File: config.mk
export PLATFORM = sky130hd
export DESIGN_NAME = pov_char_scheduler
export DESIGN_NICKNAME = d
export VERILOG_FILES = /design/src/rtl/pov_char_scheduler.sv
export SDC_FILE = /design/constraint.sdc
export NUM_CORES = 1
export LEC_CHECK = 0
export CORE_ASPECT_RATIO = 2
export CORE_MARGIN = 2
export CORE_UTILIZATION = 45
export CTS_BUF_LIST = sky130_fd_sc_hd__clkbuf_2
export DETAILED_ROUTE_END_ITERATION = 8
export PLACE_DENSITY = 0.66
export SETUP_SLACK_MARGIN = 0.05
export SLEW_MARGIN = 20
export SYNTH_ARGS = -nofsm -noshare
export SYNTH_HDL_FRONTEND = slang
export SYNTH_SLANG_ARGS = --single-unit
File: constraint.sdc
create_clock -name clk -period 4.28 [get_ports clk]
set_input_delay 0.856 -clock clk [delete_from_list [all_inputs] [get_ports clk]]
set_output_delay 0.856 -clock clk [all_outputs]
set_load 0.1 [all_outputs]
File: src/rtl/pov_char_scheduler.sv
// POV character scheduler: double-buffers a received string and drives one
// character per time slot onto the LED column, framed by the rotation index.
module pov_char_scheduler #(
  parameter int NCHAR  = 11,
  parameter int CHAR_W = 7,
  parameter int DWELL  = 64,
  parameter int GAP    = 16
) (
  input  logic                    clk,
  input  logic                    reset,
  input  logic                    ready,
  input  logic [0:NCHAR*CHAR_W-1] String,
  input  logic                    index,
  output logic [0:CHAR_W-1]       CharSalida,
  output logic                    char_valid,
  output logic [3:0]              char_idx,
  output logic                    frame_done,
  output logic                    busy,
  output logic                    overrun
);

  localparam int CNT_MAX = (DWELL > GAP) ? DWELL : GAP;
  localparam int CNT_W   = $clog2(CNT_MAX + 1);
  localparam logic [CNT_W-1:0] DWELL_LAST = CNT_W'(DWELL - 1);
  localparam logic [CNT_W-1:0] GAP_LAST   = CNT_W'((GAP > 0) ? GAP - 1 : 0);
  localparam logic [3:0]       LAST_IDX   = 4'(NCHAR - 1);

  typedef enum logic [1:0] {S_IDLE, S_WAIT_IDX, S_SHOW, S_GAP} state_t;

  state_t                    r_state;
  logic [CNT_W-1:0]          r_cnt;
  logic [0:NCHAR*CHAR_W-1]   r_pending;
  logic [0:NCHAR*CHAR_W-1]   r_active;
  logic                      r_pend_vld;
  logic                      r_ready_q;
  logic [0:CHAR_W-1]         r_char;
  logic                      r_valid;
  logic [3:0]                r_idx;
  logic                      r_done;
  logic                      r_busy;
  logic                      r_ovr;

  logic                      w_load;
  logic                      w_slot_end;
  logic [3:0]                w_next_idx;
  logic [0:NCHAR*CHAR_W-1]   w_start_buf;
  logic [0:CHAR_W-1]         w_first_char;
  logic [0:CHAR_W-1]         w_next_char;

  assign w_load       = ready & ~r_ready_q;
  assign w_next_idx   = r_idx + 4'd1;
  assign w_start_buf  = r_pend_vld ? r_pending : r_active;
  assign w_first_char = w_start_buf[0:CHAR_W-1];

  // A slot ends after the gap, or straight after the dwell when there is no gap.
  assign w_slot_end = ((r_state == S_SHOW) && (r_cnt == DWELL_LAST) && (GAP == 0)) ||
                      ((r_state == S_GAP)  && (r_cnt == GAP_LAST));

  always_comb begin
    w_next_char = '0;
    for (int unsigned k = 0; k < NCHAR; k++) begin
      if (4'(k) == w_next_idx) w_next_char = r_active[k*CHAR_W +: CHAR_W];
    end
  end

  always_ff @(posedge clk or negedge reset) begin
    if (!reset) begin
      r_state    <= S_IDLE;
      r_cnt      <= '0;
      r_pending  <= '0;
      r_active   <= '0;
      r_pend_vld <= 1'b0;
      r_ready_q  <= 1'b0;
      r_char     <= '0;
      r_valid    <= 1'b0;
      r_idx      <= '0;
      r_done     <= 1'b0;
      r_busy     <= 1'b0;
      r_ovr      <= 1'b0;
    end else begin
      r_ready_q <= ready;
      r_done    <= 1'b0;
      if (index && ((r_state == S_SHOW) || (r_state == S_GAP) || r_done)) r_ovr <= 1'b1;

      case (r_state)
        S_IDLE: begin
          if (w_load) r_state <= S_WAIT_IDX;
        end
        S_WAIT_IDX: begin
          if (index && !r_done) begin
            if (r_pend_vld) begin
              r_active   <= r_pending;
              r_pend_vld <= 1'b0;
            end
            r_idx   <= '0;
            r_cnt   <= '0;
            r_char  <= w_first_char;
            r_valid <= 1'b1;
            r_busy  <= 1'b1;
            r_state <= S_SHOW;
          end
        end
        S_SHOW: begin
          if (r_cnt != DWELL_LAST) begin
            r_cnt <= r_cnt + 1'b1;
          end else if (GAP > 0) begin
            r_cnt   <= '0;
            r_char  <= '0;
            r_valid <= 1'b0;
            r_state <= S_GAP;
          end
        end
        S_GAP: begin
          if (r_cnt != GAP_LAST) r_cnt <= r_cnt + 1'b1;
        end
        default: r_state <= S_IDLE;
      endcase

      if (w_slot_end) begin
        r_cnt <= '0;
        if (r_idx != LAST_IDX) begin
          r_idx   <= w_next_idx;
          r_char  <= w_next_char;
          r_valid <= 1'b1;
          r_state <= S_SHOW;
        end else begin
          r_idx   <= '0;
          r_char  <= '0;
          r_valid <= 1'b0;
          r_busy  <= 1'b0;
          r_done  <= 1'b1;
          r_state <= S_WAIT_IDX;
        end
      end

      // Placed last so a load coinciding with a swap leaves the new string pending.
      if (w_load) begin
        r_pending  <= String;
        r_pend_vld <= 1'b1;
      end
    end
  end

  assign CharSalida = r_char;
  assign char_valid = r_valid;
  assign char_idx   = r_idx;
  assign frame_done = r_done;
  assign busy       = r_busy;
  assign overrun    = r_ovr;

endmodule

* Word-level counts from Yosys, hierarchy flattened
Cells that the tools add are included.
** Word-level totals
- Register bits :: 180
- Bits in latches :: 0
- Memory bits (writable) :: 0
- Bits in read-only memories :: 0
- Output and inout bits :: 15
- Word-level logic and storage cells :: 106
- Memories :: 0
** Cells by class
- Add/sub/neg operators :: 2
- Multiply operators :: 0
- Divide/modulo/power cells :: 0
- Magnitude comparators :: 0
- Equal/unequal tests :: 21
- Shift-type cells :: 0
- Multiplexer cells :: 46
- Bitwise gates (word level) :: 2
- Reductions and logical operators :: 22
** Operators by type and width (count)
- 7-bit 2-to-1 mux :: 19
- 77-bit 2-to-1 mux :: 1
- 7-bit case mux with 3 select lines :: 1
- 3-bit by 4-bit equality test with 1-bit output (first input constant) :: 4
- 4-bit 2-to-1 mux :: 4
- 7-bit case mux with 2 select lines :: 1
- 1-bit 2-to-1 mux :: 13
- 4-bit equality test (first input constant) :: 3
- 2-bit 2-to-1 mux :: 5
- 3-bit inequality test (second input constant) :: 3
- 3-bit AND reduction :: 3
- 2-bit by 4-bit equality test with 1-bit output (first input constant) :: 2
- 2-bit nonzero test :: 4
- 4-bit nonzero test :: 2
- 7-bit by 1-bit adder with 7-bit output (second input constant) :: 1
- 7-bit by 4-bit equality test with 1-bit output (second input constant) :: 1
- 7-bit by 4-bit inequality test with 1-bit output (second input constant) :: 1
- 7-bit by 6-bit inequality test with 1-bit output (second input constant) :: 1
- 2-bit case mux with 3 select lines :: 1
- 2-bit AND reduction :: 3
- 4-bit by 1-bit adder with 4-bit output (second input constant) :: 1
- 1-bit by 4-bit equality test with 1-bit output (first input constant) :: 1
- 2-bit equality test (second input constant) :: 2
- 4-bit zero test :: 1
- 12 further kinds :: 15

* Depth between registers and ports, before layout
- Word-level depth :: 15
- Depth in mapped cells :: 9
- Depth with buffers taken out :: 7

* Worst setup path after synthesis
No wires, ideal clock.
- Kind :: register -> register
- Start point :: register r_idx[0], in the netlist char_idx[0]
- End point :: register r_char, in the netlist CharSalida[6]
- Data arrival time :: 2.552 ns
- Required time :: 4.149 ns
- Setup slack :: 1.597 ns
- Cell stages (with the launch flop) :: 9
- Buffers on the path :: 1
- Period minus slack after synthesis :: 2.683 ns
- Cell sequence :: dfrtp_1 > inv_1 > ha_1 > clkbuf_1 > nor2b_1 > a221oi_1 > o22ai_1 > a211oi_1 > a31oi_1
** On the way
- Longest elaborated chain between the ends :: 15
** RTL lines
- start, declared :: RTL line 38 : logic [3:0] r_idx;
- start signal, assigned :: RTL line 122 : r_idx <= w_next_idx;
- 4-bit by 1-bit adder with 4-bit output :: RTL line 51 : assign w_next_idx = r_idx + 4'd1;
- 4-bit zero test :: RTL line 62 : if (4'(k) == w_next_idx) w_next_char = r_active[k*CHAR_W +: CHAR_W];
- 7-bit 2-to-1 mux (11 in a row) :: RTL line 62
- 7-bit 2-to-1 mux * :: RTL line 121 : if (r_idx != LAST_IDX) begin
- 7-bit 2-to-1 mux * :: RTL line 119 : if (w_slot_end) begin
- end signal, assigned :: RTL line 97 : r_char <= w_first_char;
- end signal, assigned :: RTL line 123 : r_char <= w_next_char;
- end, declared :: RTL line 36 : logic [0:CHAR_W-1] r_char;
Mark *: on every way between the ends. The rest lies on a longest branch, timed or not.
A chain may end at the register's enable or synchronous reset.

* Worst setup path in the final report
- Start point :: register r_idx[2], in the netlist char_idx[2]
- End point :: output char_idx[2]
** RTL lines
- end, declared :: RTL line 16 : output logic [3:0] char_idx,
No word-level cell between the ends.

==> impl_metrics.json <==
{
  "ctsHtreeMaxLevel": 4,
  "crit_path_max_fanout": 18,
  "drt_iter0_markers": 201,
  "path_class": "reg -> out",
  "crit_arrival_ps": 2870,
  "finalPower_mw": 3.160,
  "start_util_pct": 45.82,
  "antenna_found_initial": 1,
  "dr_wl_met2_mm": 11.23,
  "io_buffers": 95,
  "cts_resized": 0,
  "seq_area_frac_synth_pct": 53.71,
  "p_seq_share_pct": 59.6,
  "hp-class": "in -> async",
  "rr_worst_depth": 6,
  "drive_above_1_share_pct": 28.06,
  "hpwlAfterDp_mm": 14.64,
  "ir_drop_v": 0.0002180,
  "die_height_um": 197.1,
  "io-pin-count": 96,
  "routabilityCongestion": 0.8208,
  "path_clk_slew_ps": 280,
  "p_int_mw": 2.374,
  "clockBufferDepth": 2,
  "crit_path_max_incr_delay_ps": 1250,
  "sw_frac_of_total_pct": 24.86,
  "slew_violations": 0,
  "synthesis.nets": 760,
  "core_um2": 18310,
  "routed_via_density": 5.763,
  "grt_start_max_net_pins": 97,
  "p_clk_share_pct": 32.5,
  "grt_use_total_pct": 20.76,
  "cts_tree": "done",
  "outcome": "finished clean",
  "syn_avg_cell_area_um2": 12.57,
  "wire_per_inst_um": 19.96,
  "grt_overflow": 0,
  "path_cells": "clkdlybuf4s50_1",
  "hold_viol": 0,
  "cts_buffers": 17,
  "timing.rr.end": "CharSalida[3]",
  "timing.rr.start": "char_idx[0]",
  "power_density_nw_per_um2": 322.4,
  "setup_tns_ps": 0,
  "max-cap-violations": 0,
  "synth_cell_types": 65,
  "synth_edf_count": 0,
  "synth_area_um2": 8387,
  "nNetsFinal": 839,
  "wl_mm": 19.48,
  "crit_buf_inv": 1,
  "async_flop_share_pct": 100.0,
  "end_kind": "output port",
  "crit_path_start": "char_idx[2]",
  "drc": 0,
  "postCtsSetupBuffers": 0,
  "ant_nets": 0,
  "crit_path_start_kind": "flip-flop",
  "timing.fmax_mhz": 268.7,
  "ys.flop_type": "dfrtp_1",
  "via_count": 5625,
  "first_global_vias": 6080,
  "n_fill_cell": 1631,
  "cp_top_family": "buffers and inverters",
  "ff2ff_setup_slack_ps": 1250,
  "cts_sinks": 180,
  "yosysWarnings": 0,
  "combPwrFrac_pct": 7.8,
  "root_buffer": "clkbuf_2",
  "ctsHoldBuffers": 0,
  "die_width_um": 100.5,
  "drt_pass1_iterations": 5,
  "met1Wirelength_mm": 6.934,
  "crit_slowest_cell": "clkdlybuf4s50_1",
  "fin_skew_ps": 41.46,
  "area_delta_synth_final_pct": 16.86,
  "fin_crit_sh_pct": 86.95,
  "rsz0062_at_grt": "false",
  "grt_pass1_wl_mm": 31.26,
  "power_switching_mw": 0.7856,
  "worst_pin_slew_ps": 998.7,
  "clock_latency_ps": 800,
  "wl_met3_um": 585,
  "dieArea_um2": 19810,
  "cp.required_ps": 3420,
  "ys_ff_latch": 180,
  "final-setup-viol-count": 0,
  "top_layer_used": "met4",
  "slew_headroom_pct": 33.21,
  "period_needed_ps": 3721,
  "synthCells": 667,
  "p_leak_nw": 4.262,
  "row_count": 70
}
## sequential cells by signal (all words and copies together) (netlist names)
signal      flops
r_state         2
r_active       77
r_pending      77
busy            1
CharSalida      7
r_ready_q       1
r_pend_vld      1
char_idx        4
r_cnt           7
frame_done      1
overrun         1
char_valid      1
## Yosys cell counts (2+ instances only)
| cell | count | share of area [%] |
|---|---|---|
| dfrtp_1 | 180 | 54 |
| mux2_2 | 154 | 21 |
| nand2_1 | 51 | 2.3 |
| o21ai_0 | 24 | 1.4 |
| clkbuf_1 | 15 | 0.67 |
| buf_2 | 14 | 0.84 |
| inv_1 | 14 | 0.63 |
| o211ai_1 | 14 | 1.3 |
| a21oi_1 | 13 | 0.78 |
| a22oi_1 | 12 | 1.1 |
| ha_1 | 12 | 1.8 |
| nor2_1 | 12 | 0.54 |
| o221ai_1 | 12 | 1.3 |
| buf_1 | 10 | 0.45 |
| o22ai_1 | 10 | 0.75 |
| nand2b_1 | 9 | 0.67 |
| nor3_1 | 9 | 0.54 |
| mux2i_1 | 8 | 0.95 |
| a221oi_1 | 7 | 0.73 |
| a31oi_1 | 7 | 0.52 |
| a32o_1 | 7 | 0.84 |
| nand3_1 | 7 | 0.42 |
| nor2b_1 | 6 | 0.45 |
| a211oi_1 | 4 | 0.36 |
| a21o_1 | 3 | 0.27 |
| buf_6 | 3 | 0.40 |
| o31ai_1 | 3 | 0.27 |
| nand3b_1 | 2 | 0.18 |
| nand4_1 | 2 | 0.15 |
| nor3b_1 | 2 | 0.18 |
| nor4b_1 | 2 | 0.21 |
| o211ai_2 | 2 | 0.30 |
| o21a_1 | 2 | 0.18 |
| o2bb2ai_1 | 2 | 0.21 |
| or2_2 | 2 | 0.15 |
| or3b_4 | 2 | 0.27 |
## layout make-up
cell class	count	area [µm²]	area share (%)
Sequential cell	180	4504	45.96
Multi-Input combinational cell	430	3645	37.19
Timing Repair Buffer	103	1025	10.46
Tap cell	216	270.3	2.758
Clock inverter	15	216.5	2.209
Clock buffer	17	85.08	0.8681
Inverter	14	52.55	0.5362
Antenna cell	1	2.502	0.02553
## cell usage in the layout, fill, tap and decap left out, types with 3 or more instances in the layout
| cell type | instances |
|---|---|
| dfrtp_1 | 180 |
| mux2_2 | 154 |
| clkdlybuf4s50_1 | 94 |
| nand2_1 | 51 |
| o21ai_0 | 24 |
| clkbuf_2 | 17 |
| inv_1 | 14 |
| o211ai_1 | 14 |
| a21oi_1 | 13 |
| nor2_1 | 12 |
| o221ai_1 | 12 |
| a22oi_1 | 12 |
| ha_1 | 12 |
| o22ai_1 | 10 |
| nand2b_1 | 9 |
| nor3_1 | 9 |
| mux2i_1 | 8 |
| a32o_1 | 7 |
| a221oi_1 | 7 |
| a31oi_1 | 7 |
| buf_4 | 7 |
| nand3_1 | 6 |
| inv_6 | 6 |
| nor2b_1 | 5 |
| a211oi_1 | 4 |
| bufinv_16 | 4 |
| a21o_1 | 3 |
| o31ai_1 | 3 |
## power by group through the flow
stage          clock, mW  sequential, mW  combinational (mW)
4_1_cts             1.06            1.89               0.255
3_3_place_gp           0            1.91               0.243
2_1_floorplan          0            1.88               0.127
5_1_grt             1.13            1.90               0.273
3_5_place_dp           0            1.92               0.254
6_report            1.03            1.88               0.248
## kinds of logic (layout without fill, tap and decap cells)
| family | after synthesis | in the layout | share of synthesized area (%) |
|---|---|---|---|
| other cells | 0 | 1 | 0 |
| compound gates | 135 | 135 | 12.19 |
| fa+ha+maj | 12 | 12 | 1.790 |
| flops | 180 | 180 | 53.71 |
| simple gates | 121 | 121 | 7.609 |
| buf+inv | 57 | 149 | 3.073 |
| mux | 162 | 162 | 21.63 |
## worst max path at each step
stage               endpoint  cells after the start
3_5_place_dp   CharSalida[5]                      6
6_report         char_idx[2]                      1
4_1_cts          char_idx[2]                      1
2_1_floorplan  CharSalida[6]                      8
5_1_grt          char_idx[2]                      1
3_3_place_gp    r_active[30]                      5
## through the flow
step	instance area, µm²	util [%]	setup slack, ps	hold WS [ps]	std cells
global route	9801	53.54	412.8	56.18	976
detailed placement	9497	51.88	1325	458.1	943
finish	9801	53.54	558.6	58.51	976
CTS	9798	53.53	517.9	73.53	975
floorplan	8387	-	1597	471.3	667
global placement	9497	51.88	1402	451.8	943
## worst register-to-register path, delay by kind of cell, from the launching register on
family                     cells  cell delay (ps)
AOI/OAI and AO/OA              3              810
adders and majority gates      1              620
buffers and inverters          1              150
DFF                            1              570
and+or+nand+nor                1              780
## routing by layer
layer / up-vias / track usage [%]
li1: 2616 / -
met1: 2838 / 21.33
met2: 133 / 39.27
met3: 38 / 3.786
met4: 0 / 10.05
met5: - / 0
Note: power is estimated with default switching activity, not from simulation.
